`src/rtl/ram_fifo_ctrl.sv`:
```
// Circular-buffer FIFO controller in front of a 1024x8 synchronous RAM; the RAM holds the data.
// Latency: push accepted at edge N -> RAM write in cycle N+1; pop accepted at edge N -> pop_valid in cycle N+3.
// Backpressure: one RAM op in flight; push_ready/pop_ready only in IDLE for the granted side, never on full/empty.
//
// Ports: clk/rst (sync, active high); push/push_data/push_ready; pop/pop_ready/pop_data/pop_valid;
//        count/full/empty status; err sticky protocol error; ram_addr/ram_din/ram_wr/ram_rd/ram_dout to the RAM.
// Optional feature: define RAMFIFO_ERR_EN to build the sticky error detector (otherwise err is tied to 0).
module ram_fifo_ctrl #(
  parameter int DATA_W = 8,
  parameter int ADDR_W = 10,
  parameter int DEPTH  = 1024
) (
  input  logic              clk,
  input  logic              rst,
  input  logic              push,
  input  logic [DATA_W-1:0] push_data,
  output logic              push_ready,
  input  logic              pop,
  output logic              pop_ready,
  output logic [DATA_W-1:0] pop_data,
  output logic              pop_valid,
  output logic [ADDR_W:0]   count,
  output logic              full,
  output logic              empty,
  output logic              err,
  output logic [ADDR_W-1:0] ram_addr,
  output logic [DATA_W-1:0] ram_din,
  output logic              ram_wr,
  output logic              ram_rd,
  input  logic [DATA_W-1:0] ram_dout
);

  localparam logic [1:0] S_IDLE = 2'd0;
  localparam logic [1:0] S_WR   = 2'd1;
  localparam logic [1:0] S_RD   = 2'd2;
  localparam logic [1:0] S_CAP  = 2'd3;

  // Pointers wrap at DEPTH, which need not be a power of two.
  localparam logic [ADDR_W-1:0] PTR_LAST = ADDR_W'(DEPTH - 1);
  localparam logic [ADDR_W:0]   CNT_FULL = (ADDR_W + 1)'(DEPTH);

  logic [1:0]        r_state;
  logic [ADDR_W-1:0] r_wr_ptr;
  logic [ADDR_W-1:0] r_rd_ptr;
  logic [ADDR_W:0]   r_count;
  logic [ADDR_W-1:0] r_addr;
  logic [DATA_W-1:0] r_din;
  logic [DATA_W-1:0] r_pop_data;
  logic              r_pop_valid;
  logic              r_rr;

  logic w_full;
  logic w_empty;
  logic w_push_elig;
  logic w_pop_elig;
  logic w_grant_push;
  logic w_grant_pop;

  assign w_full  = (r_count == CNT_FULL);
  assign w_empty = (r_count == '0);

  assign w_push_elig = (r_state == S_IDLE) && push && !w_full;
  assign w_pop_elig  = (r_state == S_IDLE) && pop && !w_empty;

  // Round-robin only matters when both sides are eligible: rr=0 favours push.
  assign w_grant_push = w_push_elig && (!w_pop_elig || !r_rr);
  assign w_grant_pop  = w_pop_elig && (!w_push_elig || r_rr);

  always_ff @(posedge clk) begin
    if (rst) begin
      r_state     <= S_IDLE;
      r_wr_ptr    <= '0;
      r_rd_ptr    <= '0;
      r_count     <= '0;
      r_addr      <= '0;
      r_din       <= '0;
      r_pop_data  <= '0;
      r_pop_valid <= 1'b0;
      r_rr        <= 1'b0;
    end else begin
      r_pop_valid <= 1'b0;
      case (r_state)
        S_IDLE: begin
          // ram_addr/ram_din are registers so they hold their value while idle.
          if (w_grant_push) begin
            r_din   <= push_data;
            r_addr  <= r_wr_ptr;
            r_state <= S_WR;
          end else if (w_grant_pop) begin
            r_addr  <= r_rd_ptr;
            r_state <= S_RD;
          end
          if (w_push_elig && w_pop_elig) begin
            r_rr <= ~r_rr;
          end
        end
        S_WR: begin
          r_wr_ptr <= (r_wr_ptr == PTR_LAST) ? '0 : r_wr_ptr + 1'b1;
          r_count  <= r_count + 1'b1;
          r_state  <= S_IDLE;
        end
        S_RD: begin
          r_state <= S_CAP;
        end
        S_CAP: begin
          // RAM output is registered on the RD edge, so it is stable here.
          r_pop_data  <= ram_dout;
          r_pop_valid <= 1'b1;
          r_rd_ptr    <= (r_rd_ptr == PTR_LAST) ? '0 : r_rd_ptr + 1'b1;
          r_count     <= r_count - 1'b1;
          r_state     <= S_IDLE;
        end
        default: begin
          r_state <= S_IDLE;
        end
      endcase
    end
  end

`ifdef RAMFIFO_ERR_EN
  logic r_err;

  always_ff @(posedge clk) begin
    if (rst) begin
      r_err <= 1'b0;
    end else if ((r_state == S_IDLE) && ((push && w_full) || (pop && w_empty))) begin
      r_err <= 1'b1;
    end
  end

  assign err = r_err;
`else
  assign err = 1'b0;
`endif

  assign push_ready = w_grant_push;
  assign pop_ready  = w_grant_pop;
  assign pop_data   = r_pop_data;
  assign pop_valid  = r_pop_valid;
  assign count      = r_count;
  assign full       = w_full;
  assign empty      = w_empty;
  assign ram_addr   = r_addr;
  assign ram_din    = r_din;
  assign ram_wr     = (r_state == S_WR);
  assign ram_rd     = (r_state == S_RD) || (r_state == S_CAP);

endmodule
```
`config.mk`:
```
export PLATFORM = sky130hd
export DESIGN_NAME = ram_fifo_ctrl
export DESIGN_NICKNAME = d
export VERILOG_FILES = /design/src/rtl/ram_fifo_ctrl.sv
export SDC_FILE = /design/constraint.sdc
export NUM_CORES = 1
export LEC_CHECK = 0
export ABC_AREA = 0
export ABC_CLOCK_PERIOD_IN_PS = 3700
export BUFFER_PORTS_ARGS = -buffer_cell sky130_fd_sc_hd__buf_4
export CAP_MARGIN = 30
export CORE_MARGIN = 1.5
export CORE_UTILIZATION = 40
export DETAILED_ROUTE_END_ITERATION = 8
export PLACE_DENSITY = 0.73
export SYNTH_ARGS = -nofsm -noshare
export SYNTH_HDL_FRONTEND = slang
export SYNTH_SLANG_ARGS = --single-unit
```
`constraint.sdc`:
```
create_clock -name clk -period 3.7 [get_ports clk]
set_clock_uncertainty 0.15 [all_clocks]
set_input_delay 1.11 -clock clk [delete_from_list [all_inputs] [get_ports clk]]
set_output_delay 1.11 -clock clk [all_outputs]
set_load 0.01 [all_outputs]
```
==> metrics.yaml <==
hold_path:
  hold_class: "flip-flop to flip-flop"
  hold_start: "pop_data[4]$_SDFFE_PP0N_"
  min_to: "pop_data[4]$_SDFFE_PP0N_"
  hold_depth: 2
detailed_routing:
  vias: 2825
  wire_per_inst_um: 14.96
  viasPerCell: 5.433
  first_pass_iters: 4
  top_layer: "met4"
  wl_met1_um: 3662
  ant_nets: 0
  drc: 0
  totalWireLength_um: 7778
  first_iter_violations: 196
  wl_met3_um: 415
  dr_wl_met2_um: 3563
timing:
  setup_viol: 0
  layout_min_cycle_time_ns: 3.603
  tightest_slew_ns: 0.8613
  fin_crit_sh_pct: 97.38
  slew_headroom_pct: 42.58
  drv_slew: 0
  hold_viol: 0
  hold-worst-slack_ns: 0.3091
  layout_setup_ws_ns: 0.09686
  tns_ns: 0
  rsz0062_at_grt: "false"
  clock.fmax_mhz: 277.5
logic_synthesis:
  synth-main-ff-cell: "dfxtp_1"
  yosysTopAreaCellShare_pct: 40.28
  syn_inst: 363
  syn-cell-area_um2: 3032
  synth_seq_area_share_pct: 40.28
  yosys.area.top_type: "dfxtp_1"
  synth_edf_count: 0
  synth_area_leaders: "dfxtp_1, a21oi_1, nand3_1"
  syn_nets: 386
  synth_warnings: 0
  async_flop_share_pct: 0
  ys_types: 58
  synth-seq-cells: 61
  synth.avg_cell_area_um2: 8.352
placed_design:
  placed_area_um2: 3528
  hpwl_um: 5285
  dp_cells: 504
  portBuffers: 63
  place.gp.congestion: 0.8128
  dp_slack_ns: 0.2487
power_and_ir_drop:
  totalPowerFinal_mw: 2.597
  ir_drop_v: 0.0002383
  p_leak_nw: 1.398
  powerDensity_nw_per_um2: 693.8
floorplan:
  io_pins: 65
  rows: 31
  fp.dieW_um: 90.06
  core_um2: 7292
  start_util_pct: 41.58
  die_h_um: 90.06
  die_area_um2: 8111
clocking:
  clk_pin_slew_ns: 0.08
  root_buffer: "clkbuf_8"
  cts_max_path_buffers: 2
  numCtsBuffers: 9
  tritoncts: "built"
  postCtsHoldBufs: 0
  post_cts.repair.setup_buffers: 0
  cts_resized: 0
  cts_max_level: 3
  cts_sinks: 61
  clk_latency_ns: 0.34
final_layout:
  nets: 439
  final_area_um2: 3744
  diodes: 0
  fin_util_pct: 51.34
  fin_cells: 520
  area_growth_pct: 23.48
  drive_gt1_share_pct: 23.75
  num-fill-cells: 727
critical_path:
  crit_type: "flip-flop to primary output"
  r2r_end: "ram_addr[1]$_SDFFE_PP0P_"
  path_max_fanout: 11
  r2r_cells: 4
  startpoint_type: "flip-flop"
  rrSetupSlack_ns: 1.06
  r2r_start: "count[6]$_SDFFE_PP0P_"
  critPathCaptureType: "primary output"
  crit_arrival_ns: 2.34
  required_ns: 2.44
global_route:
  grt_pass1_vias: 2647
  gr-total-overflow: 0
  antenna_found_initial: 0
  grt_max_degree: 52
  grt_pass1_wl_um: 13200
  grt_usage_pct: 19.82
run:
  maxCapViolations: 0
outcome:
  status: "completed"
-- Yosys cell counts, types with 5 or more instances --
master and instances:
dfxtp_1 61, nand3_1 28, and2_1 5, xnor2_1 15, nand4_1 9, xor2_1 6
or3_1 6, o21ai_0 24, nor2b_1 5, nand2_1 26, nor3_1 12, nor3b_1 5
a21oi_1 34, nor4_1 5, nor2_1 32, clkbuf_1 18, a311oi_1 10, buf_6 5
-- critical path, stage by stage, from the launching register on --
cell and delay (ns):
dfxtp_1 0.41, or4_1 0.73, o31a_2 0.40, nor2_1 0.28, buf_4 0.19
-- layout make-up --
class | instances | area, um2 | area share [%]
inverters | 4 | 15.01 | 0.4011
multi-input cells | 269 | 1635 | 43.68
well taps | 99 | 123.9 | 3.309
clock inverters | 6 | 87.58 | 2.340
flip-flops and latches | 61 | 1221 | 32.62
repair buffers | 71 | 533.0 | 14.24
clock buffers | 10 | 127.6 | 3.409
-- sequential cells by signal, summed over array words and instances (netlist names) --
signal	cells
count	11
r_rd_ptr	10
r_wr_ptr	10
ram_addr	10
pop_data	8
ram_din	8
r_state	2
pop_valid	1
r_rr	1
-- report_power, final --
| part | internal [mW] | switching [mW] |
|---|---|---|
| Sequential | 0.783 | 0.139 |
| Combinational | 0.458 | 0.565 |
| Clock | 0.379 | 0.272 |
-- routing by layer --
layer / up-vias / track usage [%]
met2: 82 / 30.68
met1: 1316 / 26.66
met5: - / 0
met4: 0 / 7.011
li1: 1414 / -
met3: 13 / 4.992
-- worst max path at each step --
stage / end / depth (start not counted) / slack [ns] / startpoint
final: push_ready / 4 / 0.1 / count[6]$_SDFFE_PP0P_
after global routing: push_ready / 4 / 0.03 / count[6]$_SDFFE_PP0P_
after CTS: push_ready / 4 / 0.11 / count[6]$_SDFFE_PP0P_
after detailed placement: push_ready / 5 / 0.25 / push
after global placement: push_ready / 5 / 0.30 / push
after floorplan: push_ready / 4 / 0.44 / push
-- cell families (layout without fill, tap and decap cells) --
family,after synthesis,in the layout,synth area share (%)
buf+inv,33,91,5.777
compound gates,87,87,18.57
fa+ha+maj,3,3,1.238
mux,3,3,1.032
other cells,1,1,0.1237
flops,61,61,40.28
simple gates,154,154,26.91
xor+xnor,21,21,6.067
-- layout by cell type, fill, tap and decap left out, types with 9 or more instances in the layout --
master	instances
nor2_1	32
nand2_1	26
nor3_1	12
xnor2_1	15
dfxtp_1	61
a311oi_1	10
nand3_1	28
a21oi_1	34
nand4_1	9
o21ai_0	24
buf_4	71
clkbuf_8	9
Note: power is estimated with default switching activity, not from simulation.
